`config.mk`:
```
export PLATFORM = sky130hd
export DESIGN_NAME = qoa_spi_sample_tx
export DESIGN_NICKNAME = d
export VERILOG_FILES = /design/src/rtl/qoa_pkg.sv /design/src/rtl/qoa_sample_fifo.sv /design/src/rtl/qoa_spi_sample_tx.sv
export SDC_FILE = /design/constraint.sdc
export NUM_CORES = 1
export LEC_CHECK = 0
export ABC_CLOCK_PERIOD_IN_PS = 1370
export CORE_MARGIN = 2
export CORE_UTILIZATION = 40
export CTS_CLUSTER_DIAMETER = 80
export DETAILED_ROUTE_END_ITERATION = 7
export DONT_BUFFER_PORTS = 1
export PLACE_DENSITY = 0.68
export RECOVER_POWER = 25
export SLEW_MARGIN = 40
export SYNTH_ARGS = -nofsm -noshare
export SYNTH_HDL_FRONTEND = slang
export SYNTH_SLANG_ARGS = --single-unit
```
`constraint.sdc`:
```
create_clock -name clk -period 1.37 [get_ports clk]
set_clock_uncertainty 0.1 [all_clocks]
set_input_delay 0.3425 -clock clk [delete_from_list [all_inputs] [get_ports clk]]
set_output_delay 0.3425 -clock clk [all_outputs]
set_load 0.01 [all_outputs]
```
`src/rtl/qoa_pkg.sv`:
```
// Shared definitions for the QOA sample SPI transmitter.
// The optional MISO capture path is enabled with the macro QOA_SPI_RX_EN.
package qoa_pkg;

    // Default sample / frame width.
    localparam int QOA_SAMPLE_W = 16;

    // Width of the sclk half-period divider (CLK_DIV up to 255).
    localparam int DIV_W = 8;

    typedef enum logic [2:0] {
        IDLE,
        SETUP,
        SHIFT,
        HOLD,
        GAP
    } spi_tx_state_t;

    // Observation bundle for bound checkers: FSM state plus the pins it drives.
    typedef struct packed {
        spi_tx_state_t state;
        logic          tick;
        logic          sclk;
        logic          cs_n;
        logic          mosi;
    } spi_tx_dbg_t;

endpackage

```
`src/rtl/qoa_sample_fifo.sv`:
```
// Synchronous show-ahead FIFO: dout always presents the head entry.
// Pushes while full and pops while empty are ignored.
module qoa_sample_fifo #(
    parameter int W     = 16,
    parameter int DEPTH = 4
) (
    input  logic         clk,
    input  logic         rst_n,
    input  logic         push,
    input  logic         pop,
    input  logic [W-1:0] din,
    output logic [W-1:0] dout,
    output logic         full,
    output logic         empty
);

    localparam int AW = (DEPTH > 1) ? $clog2(DEPTH) : 1;

    logic [W-1:0]  mem [DEPTH];
    logic [AW-1:0] wr_ptr_q, wr_ptr_d;
    logic [AW-1:0] rd_ptr_q, rd_ptr_d;
    logic [AW:0]   count_q, count_d;
    logic          do_push;
    logic          do_pop;

    assign full  = (count_q == (AW+1)'(DEPTH));
    assign empty = (count_q == '0);
    assign dout  = mem[rd_ptr_q];

    // Pointer and occupancy update; a simultaneous push and pop keeps the count.
    always_comb begin
        do_push  = push && !full;
        do_pop   = pop && !empty;
        wr_ptr_d = wr_ptr_q;
        rd_ptr_d = rd_ptr_q;
        count_d  = count_q;
        if (do_push) begin
            wr_ptr_d = wr_ptr_q + 1'b1;
        end
        if (do_pop) begin
            rd_ptr_d = rd_ptr_q + 1'b1;
        end
        case ({do_push, do_pop})
            2'b10:   count_d = count_q + 1'b1;
            2'b01:   count_d = count_q - 1'b1;
            default: count_d = count_q;
        endcase
    end

    // Pointer and count registers.
    always_ff @(posedge clk or negedge rst_n) begin
        if (!rst_n) begin
            wr_ptr_q <= '0;
            rd_ptr_q <= '0;
            count_q  <= '0;
        end else begin
            wr_ptr_q <= wr_ptr_d;
            rd_ptr_q <= rd_ptr_d;
            count_q  <= count_d;
        end
    end

    // Storage array; contents need no reset because the count gates reads.
    always_ff @(posedge clk) begin
        if (do_push) begin
            mem[wr_ptr_q] <= din;
        end
    end

endmodule

```
`src/rtl/qoa_spi_sample_tx.sv`:
```
// SPI mode 0 initiator streaming PCM samples MSB first from a small FIFO.
// Frame: cs_n falls, SAMPLE_W sclk pulses of CLK_DIV-cycle half periods,
// one half period of hold, cs_n high for one half period, then the next
// frame may start. Macro QOA_SPI_RX_EN adds capture of miso into rx_word.
//
// Handshake: a sample is accepted on any clk edge with sample_valid high and
// sample_ready high; sample_valid while sample_ready is low drops the sample
// and sets the sticky overflow flag.
module qoa_spi_sample_tx
    import qoa_pkg::*;
#(
    parameter int CLK_DIV    = 2,
    parameter int SAMPLE_W   = QOA_SAMPLE_W,
    parameter int FIFO_DEPTH = 4
) (
    input  logic                clk,
    input  logic                rst_n,
    input  logic [SAMPLE_W-1:0] sample_in,
    input  logic                sample_valid,
    output logic                sample_ready,
    output logic                sclk,
    output logic                mosi,
    output logic                cs_n,
    input  logic                miso,
    output logic                busy,
    output logic                overflow,
    output logic [SAMPLE_W-1:0] rx_word,
    output logic                rx_valid
);

    localparam int                BIT_W    = (SAMPLE_W > 2) ? $clog2(SAMPLE_W) : 1;
    localparam logic [DIV_W-1:0]  DIV_LAST = DIV_W'(CLK_DIV - 1);
    localparam logic [BIT_W-1:0]  BIT_LAST = BIT_W'(SAMPLE_W - 1);

    logic [1:0]          rst_sync_q;
    logic                rst_int_n;

    spi_tx_state_t       state_q, state_d;
    logic [DIV_W-1:0]    div_cnt_q, div_cnt_d;
    logic [BIT_W-1:0]    bit_cnt_q, bit_cnt_d;
    logic [SAMPLE_W-1:0] shreg_q, shreg_d;
    logic                sclk_q, sclk_d;
    logic                cs_n_q, cs_n_d;
    logic                mosi_q, mosi_d;
    logic                overflow_q, overflow_d;

    logic                tick;
    logic                launch;
    logic                fifo_pop;
    logic                fifo_full;
    logic                fifo_empty;
    logic [SAMPLE_W-1:0] fifo_dout;

    // Observation point for checkers; not consumed by the logic.
    spi_tx_dbg_t         unused_fsm_dbg;

    // Reset asserts asynchronously and releases two clk edges after rst_n rises.
    always_ff @(posedge clk or negedge rst_n) begin
        if (!rst_n) begin
            rst_sync_q <= 2'b00;
        end else begin
            rst_sync_q <= {rst_sync_q[0], 1'b1};
        end
    end

    assign rst_int_n = rst_sync_q[1];

    qoa_sample_fifo #(
        .W     (SAMPLE_W),
        .DEPTH (FIFO_DEPTH)
    ) u_fifo (
        .clk   (clk),
        .rst_n (rst_int_n),
        .push  (sample_valid),
        .pop   (fifo_pop),
        .din   (sample_in),
        .dout  (fifo_dout),
        .full  (fifo_full),
        .empty (fifo_empty)
    );

    assign tick = (div_cnt_q == DIV_LAST);

    // Frame sequencing: next state, pin values and divider restart.
    always_comb begin
        state_d   = state_q;
        sclk_d    = sclk_q;
        cs_n_d    = cs_n_q;
        mosi_d    = mosi_q;
        bit_cnt_d = bit_cnt_q;
        shreg_d   = shreg_q;
        launch    = 1'b0;
        fifo_pop  = 1'b0;

        case (state_q)
            IDLE: begin
                if (!fifo_empty) begin
                    launch = 1'b1;
                end
            end
            SETUP: begin
                if (tick) begin
                    sclk_d  = 1'b1;
                    state_d = SHIFT;
                end
            end
            SHIFT: begin
                if (tick) begin
                    if (sclk_q) begin
                        sclk_d    = 1'b0;
                        bit_cnt_d = bit_cnt_q + 1'b1;
                        if (bit_cnt_q == BIT_LAST) begin
                            state_d = HOLD;
                        end else begin
                            // Data changes on the falling edge.
                            mosi_d  = shreg_q[SAMPLE_W-2];
                            shreg_d = {shreg_q[SAMPLE_W-2:0], 1'b0};
                        end
                    end else begin
                        sclk_d = 1'b1;
                    end
                end
            end
            HOLD: begin
                if (tick) begin
                    cs_n_d  = 1'b1;
                    mosi_d  = 1'b0;
                    state_d = GAP;
                end
            end
            GAP: begin
                if (tick) begin
                    state_d = IDLE;
                    // The edge that re-enters IDLE may already start the next frame.
                    if (!fifo_empty) begin
                        launch = 1'b1;
                    end
                end
            end
            default: state_d = IDLE;
        endcase

        if (launch) begin
            fifo_pop  = 1'b1;
            shreg_d   = fifo_dout;
            cs_n_d    = 1'b0;
            mosi_d    = fifo_dout[SAMPLE_W-1];
            bit_cnt_d = '0;
            state_d   = SETUP;
        end

        div_cnt_d  = (tick || (state_d != state_q)) ? '0 : div_cnt_q + 1'b1;
        overflow_d = overflow_q | (sample_valid & fifo_full);
    end

    // FSM, divider, shift register and registered SPI pins.
    always_ff @(posedge clk or negedge rst_int_n) begin
        if (!rst_int_n) begin
            state_q    <= IDLE;
            div_cnt_q  <= '0;
            bit_cnt_q  <= '0;
            shreg_q    <= '0;
            sclk_q     <= 1'b0;
            cs_n_q     <= 1'b1;
            mosi_q     <= 1'b0;
            overflow_q <= 1'b0;
        end else begin
            state_q    <= state_d;
            div_cnt_q  <= div_cnt_d;
            bit_cnt_q  <= bit_cnt_d;
            shreg_q    <= shreg_d;
            sclk_q     <= sclk_d;
            cs_n_q     <= cs_n_d;
            mosi_q     <= mosi_d;
            overflow_q <= overflow_d;
        end
    end

`ifdef QOA_SPI_RX_EN
    logic                rise_now;
    logic [SAMPLE_W-1:0] rx_shreg_q, rx_shreg_d;
    logic [SAMPLE_W-1:0] rx_word_q, rx_word_d;
    logic                rx_valid_q, rx_valid_d;

    // miso is sampled on every edge that raises sclk; the word is published as cs_n rises.
    always_comb begin
        rise_now   = tick && ((state_q == SETUP) || ((state_q == SHIFT) && !sclk_q));
        rx_shreg_d = rx_shreg_q;
        rx_word_d  = rx_word_q;
        rx_valid_d = 1'b0;
        if (rise_now) begin
            rx_shreg_d = {rx_shreg_q[SAMPLE_W-2:0], miso};
        end
        if (tick && (state_q == HOLD)) begin
            rx_word_d  = rx_shreg_q;
            rx_valid_d = 1'b1;
        end
    end

    // Receive capture registers.
    always_ff @(posedge clk or negedge rst_int_n) begin
        if (!rst_int_n) begin
            rx_shreg_q <= '0;
            rx_word_q  <= '0;
            rx_valid_q <= 1'b0;
        end else begin
            rx_shreg_q <= rx_shreg_d;
            rx_word_q  <= rx_word_d;
            rx_valid_q <= rx_valid_d;
        end
    end

    assign rx_word  = rx_word_q;
    assign rx_valid = rx_valid_q;
`else
    logic unused_miso;

    assign unused_miso = miso;
    assign rx_word     = '0;
    assign rx_valid    = 1'b0;
`endif

    assign sclk         = sclk_q;
    assign mosi         = mosi_q;
    assign cs_n         = cs_n_q;
    assign overflow     = overflow_q;
    assign sample_ready = !fifo_full;
    assign busy         = (state_q != IDLE) || !fifo_empty;

    assign unused_fsm_dbg = '{state: state_q, tick: tick, sclk: sclk_q,
                              cs_n: cs_n_q, mosi: mosi_q};

endmodule

```
== After elaboration in Yosys (flattened, before gate mapping) ==
Memories as Yosys holds them, arrays and structs flattened.
Cells that the tools add are included.

* Memories: 1
* Register bits after elaboration: 43
* RAM bits: 64
* Word-level logic and storage cells: 96
* Bits of input ports: 20

{| class="wikitable"
|+ Memories
! name !! words !! width !! rd ports !! clocked after memory_dff !! wr ports !! RTL line !! text
|-
| u_fifo.mem || 4 || 16 || 1 || 0 || 1 || qoa_sample_fifo.sv:19 || <nowiki>logic [W-1:0] mem [DEPTH];</nowiki>
|}

* Muxes and demuxes: 37
* Eq/ne operators: 17
* Reductions and logical operators: 21
* $add $sub $neg: 6
* Bitwise operators: 2

{| class="wikitable"
|+ Operator list
! operator !! count
|-
| 15-bit 2-to-1 mux || 5
|-
| 3-bit 2-to-1 mux || 7
|-
| 4-bit 2-to-1 mux || 4
|-
| 1-bit 2-to-1 mux || 15
|-
| 3-bit case mux with 5 select lines || 1
|-
| 3-bit != test, second input constant || 4
|-
| 2-bit nonzero test || 6
|-
| 8-bit by 1-bit adder with 8-bit output, second input constant || 1
|-
| 8-bit by 1-bit equality test with 1-bit output, second input constant || 1
|-
| 8-bit 2-to-1 mux || 1
|-
| 3-bit by 2-bit equality test with 1-bit output, second input constant || 2
|-
| 3-bit equality test, second input constant || 2
|-
| 3-bit logical NOT || 2
|-
| 2-bit != test, second input constant || 3
|-
| 1-bit case mux with 2 select lines || 3
|-
| 3-bit case mux with 2 select lines || 1
|-
| 3-bit AND reduction || 2
|-
| 3-bit nonzero test || 2
|-
| 5-bit AND reduction || 1
|-
| 2-bit by 1-bit adder with 2-bit output, second input constant || 2
|-
| 4-bit by 1-bit adder with 4-bit output, second input constant || 1
|-
| 4-bit equality test, second input constant || 1
|-
| 4-bit AND reduction || 1
|-
| 3-bit by 1-bit adder with 3-bit output, second input constant || 1
|-
| 11 further kinds || 14
|}

== Logic depth before layout (Yosys ltp) ==
Gate-level depths: netlist of run 1.

* Depth after elaboration: 9
* Depth in mapped cells: 11
* Gate-level depth less buffers: 11

== By module ==
A second synthesis of run 1 with hierarchy kept.

* Cells, all modules: 299
* Area total of the unflattened synthesis: 4,752.1 um^2

{| class="wikitable"
|+ By module, submodules not included
! module !! area an instance (um^2) !! cells each !! times used
|-
| qoa_sample_fifo || 2,737.6 || 122 || 1
|-
| qoa_spi_sample_tx || 2,014.4 || 177 || 1
|}

== Worst setup path after synthesis of run 1 ==
OpenSTA, ideal clock, no wires.

* Path type: register to register
* From: register div_cnt_q[1]
* To: register u_fifo.count_q[2]
* Stages on the path, launching flop included: 12
* Buffers on the path: 0
* Period minus slack after synthesis: 2.370 ns
* Arrival time: 2.190 ns
* Setup slack: -1.000 ns
* Data required time: 1.191 ns
* Path through: dfrtp_1 inv_1 ha_1 nor3b_2 a21boi_2 nor2_2 ha_1 inv_1 fa_1 xor2_1 nor2_1 xor2_1

* Longest elaborated chain between the ends: 7
* Elaborated cells between the ends (all ways): 9
* Classes of those cells: eq/ne (3); mux (4); reduce/logical (2)

{| class="wikitable"
|+ RTL lines
! what !! RTL line !! text
|-
| start, declared || qoa_spi_sample_tx.sv:39 || <nowiki>logic [DIV_W-1:0] div_cnt_q, div_cnt_d;</nowiki>
|-
| start signal, assigned || qoa_spi_sample_tx.sv:169 || <nowiki>div_cnt_q <= div_cnt_d;</nowiki>
|-
| 8-bit by 1-bit equality test with 1-bit output * || qoa_spi_sample_tx.sv:82 || <nowiki>assign tick = (div_cnt_q == DIV_LAST);</nowiki>
|-
| 1-bit 2-to-1 mux * || qoa_spi_sample_tx.sv:132 || <nowiki>if (tick) begin</nowiki>
|-
| 1-bit case mux with 2 select lines * || qoa_spi_sample_tx.sv:95 || <nowiki>case (state_q)</nowiki>
|-
| 1-bit 2-to-1 mux * || qoa_spi_sample_tx.sv:143 || <nowiki>if (launch) begin</nowiki>
|-
| 1-bit logical AND * || qoa_sample_fifo.sv:33 || <nowiki>do_pop = pop && !empty;</nowiki>
|-
| via u_fifo.do_pop || qoa_sample_fifo.sv:24 || <nowiki>logic do_pop;</nowiki>
|-
| 2-bit by 1-bit equality test with 1-bit output / 2-bit equality test (equally long branches) || qoa_sample_fifo.sv:43 || <nowiki>case ({do_push, do_pop})</nowiki>
|-
| 3-bit case mux with 2 select lines / 2-bit nonzero test (equally long branches) || n/a ||
|-
| end signal, assigned || qoa_sample_fifo.sv:59 || <nowiki>count_q <= count_d;</nowiki>
|-
| end, declared || qoa_sample_fifo.sv:22 || <nowiki>logic [AW:0] count_q, count_d;</nowiki>
|}

Mark *: on every way through the listed nets, which the timed path passes. The rest lies on a longest branch.
A chain may end at the register's enable or synchronous reset.

== Final worst setup path of run 1 ==
* From: register div_cnt_q[1]
* To: register shreg_q[5]

* Longest elaborated chain between the ends: 5
* Elaborated cells between the ends (all ways): 9
* Classes of those cells: eq/ne (2); mux (3); reduce/logical (4)

{| class="wikitable"
|+ RTL lines
! what !! RTL line !! text
|-
| 8-bit by 1-bit equality test with 1-bit output * || qoa_spi_sample_tx.sv:82 ||
|-
| 1-bit 2-to-1 mux || qoa_spi_sample_tx.sv:132 ||
|-
| 1-bit case mux with 2 select lines || qoa_spi_sample_tx.sv:95 ||
|-
| 2-bit != test (no line) / 2-bit nonzero test (equally long branches) || n/a ||
|-
| 4-bit AND reduction (no line) || n/a ||
|-
| end signal, assigned || qoa_spi_sample_tx.sv:171 || <nowiki>shreg_q <= shreg_d;</nowiki>
|-
| end, declared || qoa_spi_sample_tx.sv:41 || <nowiki>logic [SAMPLE_W-1:0] shreg_q, shreg_d;</nowiki>
|}

Mark *: on every way between the ends. The rest lies on a longest branch, timed or not.

==> flow_metrics.env, run 1 <==
export IMPL_status="finished with violations"
export IMPL_violations="design-rule violations, negative setup slack"
export IMPL_powerDensity_nw_per_um2=1320
export IMPL_p_leak_nw=2.43
export IMPL_grt_pass1_wl_um=14600
export IMPL_max_cap_violations=0
export IMPL_yosys_warnings=0
export IMPL_hold_viol_final=0
export IMPL_post_place_cells=468
export IMPL_core_um2=11500
export IMPL_gp_congestion=0.743
export IMPL_start_util_pct=41.4
export IMPL_drt_iter0_drc=133
export IMPL_synth_seq_cells=107
export IMPL_fin_crit_sh_pct=164
export IMPL_drive_gt1_share_pct=41.1
export IMPL_ir_drop_uv=947
export IMPL_cts_tree="yes"
export IMPL_min_path_type="in2reg"
export IMPL_cp_required_ns=1.50
export IMPL_grt_overflow_total=0
export IMPL_syn_inst=297
export IMPL_grt_usage_pct=15.0
export IMPL_async_flop_share_pct=40.2
export IMPL_numCtsBuffers=9
export IMPL_cts_sinks=107
export IMPL_critPathCaptureType="flop"
export IMPL_setup_viol=105
export IMPL_antenna_found_initial=0
export IMPL_maxSlewHeadroom_pct=64.1
export IMPL_crit_fanout=7
export IMPL_arrival_ns=2.38
export IMPL_htree_levels=3
export IMPL_synth_cell_types=52
export IMPL_synth_area_leaders="edfxtp_1, dfrtp_1, mux4_1, mux2_2, buf_4"
export IMPL_layout_commonest_cell="edfxtp_1"
export IMPL_rows=39
export IMPL_final_nets=418
export IMPL_worstSetupStartpoint="div_cnt_q[1]"
export IMPL_final_cell_mix="edfxtp_1, dfrtp_1, buf_4"
export IMPL_rsz0062_at_grt="yes"
export IMPL_die_area_um2=12800
export IMPL_cp_cell_sequence="inv_2 -> ha_4 -> nor3b_4 -> buf_4 -> buf_6 -> nand4_1 -> o22ai_4 -> clkbuf_16 -> mux2_4"
export IMPL_dpl_hpwl_um=5340
export IMPL_drc=5
export IMPL_ys_flop_type="edfxtp_1"
export IMPL_tightest_slew_ns=0.538
export IMPL_crit_buf_inv=4
export IMPL_io_buffer_count=0
export IMPL_seq_area_um2=3000
export IMPL_max_freq_mhz=445
export IMPL_yosysSeqAreaShare_pct=62.9
export IMPL_clockBufferDepth=2
export IMPL_ant_nets=0
export IMPL_via_per_inst=5.07
export IMPL_post_drt_wl_per_cell_um=17.2
export IMPL_grt_pass1_vias=2811
export IMPL_syn_cell_area_um2=4770
export IMPL_pin_count=43
export IMPL_worst_slack_ns=-0.877
export IMPL_syn_mean_instance_area_um2=16.1
export IMPL_stdcell_count=537
export IMPL_worstSetupPathType="reg2reg"
export IMPL_n_antenna_cell=0
export IMPL_die_h_um=113
export IMPL_start_kind="flop"
export IMPL_dp_slack_ns=-0.869
export IMPL_synth_edf_count=64
export IMPL_filler_cell_count=897
export IMPL_total_power_mw=8.26
export IMPL_vias=2723
export IMPL_synth_top_area_share_pct=40.3
export IMPL_r2r_start="div_cnt_q[1]"
export IMPL_slowest_delay_ns=0.38
export IMPL_cp_top_family="buffers and inverters"
export IMPL_area_growth_pct=31.5
export IMPL_synth_largest_area_cell="edfxtp_1"
export IMPL_die_w_um=113
export IMPL_drv_slew=0
export IMPL_slowest_stage="dfrtp_1"
export IMPL_fin_crit_ns=2.25
export IMPL_firstDrtPassIters=8
export IMPL_grt_max_degree=31
export IMPL_hold_start="sample_valid"
export IMPL_wirelength_um=9250
export IMPL_multi_input_area_um2=1810
export IMPL_cts_reportedPaths_clkPinSlew_ns=0.07
export IMPL_cts_root_buffer="clkbuf_16"
export IMPL_clock_latency_ns=0.34
## layout make-up
class	count	share of cell area (%)
Sequential cell	107	47.8
Multi-Input combinational cell	169	28.9
Timing Repair Buffer	92	15.3
Clock buffer	10	3.65
Tap cell	143	2.85
Clock inverter	6	0.918
Inverter	10	0.598
## worst register-to-register path, cell delays in order (launching register included)
cell and delay, ns:
dfrtp_1 0.38, inv_2 0.07, ha_4 0.11, nor3b_4 0.25, buf_4 0.16, buf_6 0.09, nand4_1 0.18, o22ai_4 0.28
clkbuf_16 0.23, mux2_4 0.29
## metal layers
| metal | GRT usage, % | part of all wire, % | routed length, um |
|---|---|---|---|
| met1 | 17.9 | 42 | 3920 |
| met2 | 26.3 | 53 | 4890 |
| met3 | 4.66 | 3.4 | 315 |
| met4 | 4.07 | 1.4 | 126 |
| met5 | 0 | 0 | 0 |
## worst paths after layout
path                                to  slack [ns]  cells past startpoint
min                           overflow        0.05                      1
max in group asynchronous         cs_n        0.14                      1
min reg2reg                shreg_q[12]        0.12                      0
max                         shreg_q[5]       -0.88                      9
max reg2reg                 shreg_q[5]       -0.88                      9
min in group asynchronous  shreg_q[12]        0.12                      0
## synth_stat cells (all sizes together) (2+ instances only)
master   n
a21oi    7
and3     6
buf     26
clkbuf   2
conb     2
dfrtp   42
edfxtp  64
ha       8
inv     10
mux2    26
mux2i    3
mux4    16
nand2    6
nand3   12
nand4    3
nor2    16
nor3     3
nor4     3
o211ai   2
o21ai    6
o22ai    2
or3      2
xnor2    4
xor2    10
## kinds of logic (layout without fill, tap and decap cells)
| family | count (synthesis) | in the layout | synth area share (%) |
|---|---|---|---|
| multiplexers | 45 | 45 | 15.9 |
| XOR/XNOR | 14 | 14 | 2.57 |
| AND/OR/NAND/NOR | 57 | 58 | 7.06 |
| adder cells (fa/ha/maj) | 9 | 9 | 2.52 |
| buffers and inverters | 38 | 118 | 5.22 |
| other | 2 | 18 | 0.157 |
| AO/OA/AOI/OAI | 25 | 25 | 3.72 |
| flip-flops | 107 | 107 | 62.9 |
## per-stage QoR
stage,util (%),setup TNS [ns],hold WS [ns],area (um^2)
CTS,52.5,-34.75,0.0371,6050
floorplan,-,-15.15,-0.0531,4910
finish,54.5,-36.30,0.0486,6270
global placement,45.4,-31.44,-0.0530,5230
global route,54.5,-43.51,0.0320,6270
detailed placement,45.4,-33.10,-0.0530,5230
## repair_timing
item | in CTS | in global routing
endpoints found under the setup margin | 105 | 107
pin swaps | 15 | 14
gates resized for setup | 31 | 28
hold endpoints to repair | 66 | 0
setup buffers | 19 | 17
cloned | 1 | 1
hold buffers | 17 | 0
## flip-flops by register name, indices dropped and copies added, names as in the netlist, 2 cells and up
signal,cells
u_fifo.rd_ptr_q,2
state_q,3
u_fifo.wr_ptr_q,2
rst_sync_q,2
u_fifo.mem,64
bit_cnt_q,4
div_cnt_q,8
shreg_q,15
u_fifo.count_q,3
## power by group
group / internal, mW / switching [mW]
Combinational: 0.901 / 0.819
Sequential: 3.94 / 0.156
Clock: 1.27 / 1.17
Total: 6.11 / 2.15
Note: power is estimated with default switching activity, not from simulation.
==> run 2: changes to the inputs <==
- CELL_PAD_IN_SITES_DETAIL_PLACEMENT: unset -> 1
- CELL_PAD_IN_SITES_GLOBAL_PLACEMENT: unset -> 2
- PLACE_DENSITY: 0.68 -> 0.84
==> flow_metrics.env, run 2 (synthesized netlist as in run 1, its figures left out) <==
export IMPL_max_freq_mhz=423
export IMPL_reg_largest_list="u_fifo.mem: 64 flops, shreg_q: 15 flops, div_cnt_q: 8 flops"
export IMPL_arrival_ns=2.50
export IMPL_gp_congestion=0.754
export IMPL_grt_pass1_wl_um=16900
export IMPL_drive_gt1_share_pct=43.7
export IMPL_post_drt_wl_per_cell_um=21.9
export IMPL_clock_latency_ns=0.36
export IMPL_antenna_found_initial=0
export IMPL_stdcell_area_um2=6410
export IMPL_cts_sinks=107
export IMPL_firstDrtPassIters=6
export IMPL_fin_crit_ns=2.36
export IMPL_core_um2=11500
export IMPL_hold_viol_final=0
export IMPL_ant_nets=0
export IMPL_htree_levels=3
export IMPL_die_w_um=113
export IMPL_pin_count=43
export IMPL_drc=3
export IMPL_crit_fanout=7
export IMPL_seq_area_um2=3000
export IMPL_tightest_slew_ns=0.605
export IMPL_layout_commonest_cell="edfxtp_1"
export IMPL_ir_drop_uv=1070
export IMPL_drv_slew=0
export IMPL_whs_ns=0.0357
export IMPL_multi_input_area_um2=1910
export IMPL_area_growth_pct=34.4
export IMPL_largest_register_ffs=64
export IMPL_grt_overflow_total=0
export IMPL_rsz0062_at_grt="yes"
export IMPL_violations="design-rule violations, negative setup slack"
export IMPL_fin_crit_sh_pct=173
export IMPL_worstSetupPathType="reg2reg"
export IMPL_post_place_cells=471
export IMPL_setup_viol=105
export IMPL_cts_root_buffer="clkbuf_16"
export IMPL_cts_tree="yes"
export IMPL_grt_usage_pct=17.8
export IMPL_numCtsBuffers=9
export IMPL_cp_required_ns=1.51
export IMPL_dpl_hpwl_um=6310
export IMPL_p_leak_nw=2.50
export IMPL_post_route_util_pct=55.7
export IMPL_die_area_um2=12800
export IMPL_wirelength_um=11900
export IMPL_final_cell_mix="edfxtp_1, buf_4, dfrtp_1"
export IMPL_clockBufferDepth=2
export IMPL_dp_slack_ns=-0.859
export IMPL_fin_setup_tns_ns=-51.68
export IMPL_cts_reportedPaths_clkPinSlew_ns=0.08
export IMPL_start_kind="flop"
export IMPL_max_cap_violations=0
export IMPL_regMostFlops="u_fifo.mem"
export IMPL_powerDensity_nw_per_um2=1320
export IMPL_n_antenna_cell=0
export IMPL_drt_iter0_drc=150
export IMPL_grt_pass1_vias=3043
export IMPL_final_nets=422
export IMPL_rows=39
export IMPL_stdcell_count=541
export IMPL_min_path_type="in2reg"
export IMPL_filler_cell_count=1063
export IMPL_placed_area_um2=5250
export IMPL_status="finished with violations"
export IMPL_worst_slack_ns=-0.994
export IMPL_maxSlewHeadroom_pct=59.6
export IMPL_io_buffer_count=0
export IMPL_start_util_pct=41.4
export IMPL_grt_max_degree=20
export IMPL_total_power_mw=8.50
export IMPL_critPathCaptureType="flop"
export IMPL_via_per_inst=5.20
export IMPL_vias=2813
export IMPL_die_h_um=113
run 2: cell count changes in the layout (fill, tap and decap cells not counted), sizes merged:
cell	delta
clkinv	+2
clkbuf	-1
buf	+4
inv	-1
run 2: routing by layer:
layer  GRT usage [%]  share of wire, %
met1            21.2                39
met2            32.5                57
met3            3.70               2.6
met4            5.37               1.5
met5               0                 0
run 2: power by group:
| group | switching, mW | total [mW] | internal (mW) |
|---|---|---|---|
| Sequential | 0.176 | 4.11 | 3.94 |
| Clock | 1.24 | 2.51 | 1.27 |
| Combinational | 0.898 | 1.87 | 0.970 |
| Total | 2.32 | 8.50 | 6.18 |
run 2: worst paths after layout:
check	start	endpoint	slack, ns	cells after the start
max	div_cnt_q[1]	shreg_q[2]	-0.99	9
min	sample_valid	overflow	0.04	1
max reg2reg	div_cnt_q[1]	shreg_q[2]	-0.99	9
min reg2reg	rst_sync_q[1]	div_cnt_q[3]	0.14	0
max in group asynchronous	rst_sync_q[1]	mosi	0.23	1
min in group asynchronous	rst_n	rst_sync_q[0]	0.12	1
run 2: what timing repair did:
item / in CTS / in global routing
gates cloned: 2 / 1
setup buffers: 23 / 15
pin swaps: 17 / 30
hold endpoints to repair: 66 / 0
hold buffers: 17 / 0
gates resized for setup: 32 / 50
endpoints found under the setup margin: 105 / 107
run 2: area by class of cell:
class,count,area share (%)
inverters,10,0.585
clock buffers,9,3.51
flip-flops and latches,107,46.8
multi-input cells,169,29.7
repair buffers,96,15.6
well taps,143,2.79
clock inverters,7,0.995
run 2: critical path: stages, from the launching register on:
cell and delay (ns):
dfrtp_1 0.40, inv_1 0.08, ha_2 0.16, nor3b_4 0.27, buf_4 0.17, buf_6 0.09
nand4_1 0.17, o22ai_4 0.28, clkbuf_16 0.23, mux2_4 0.30
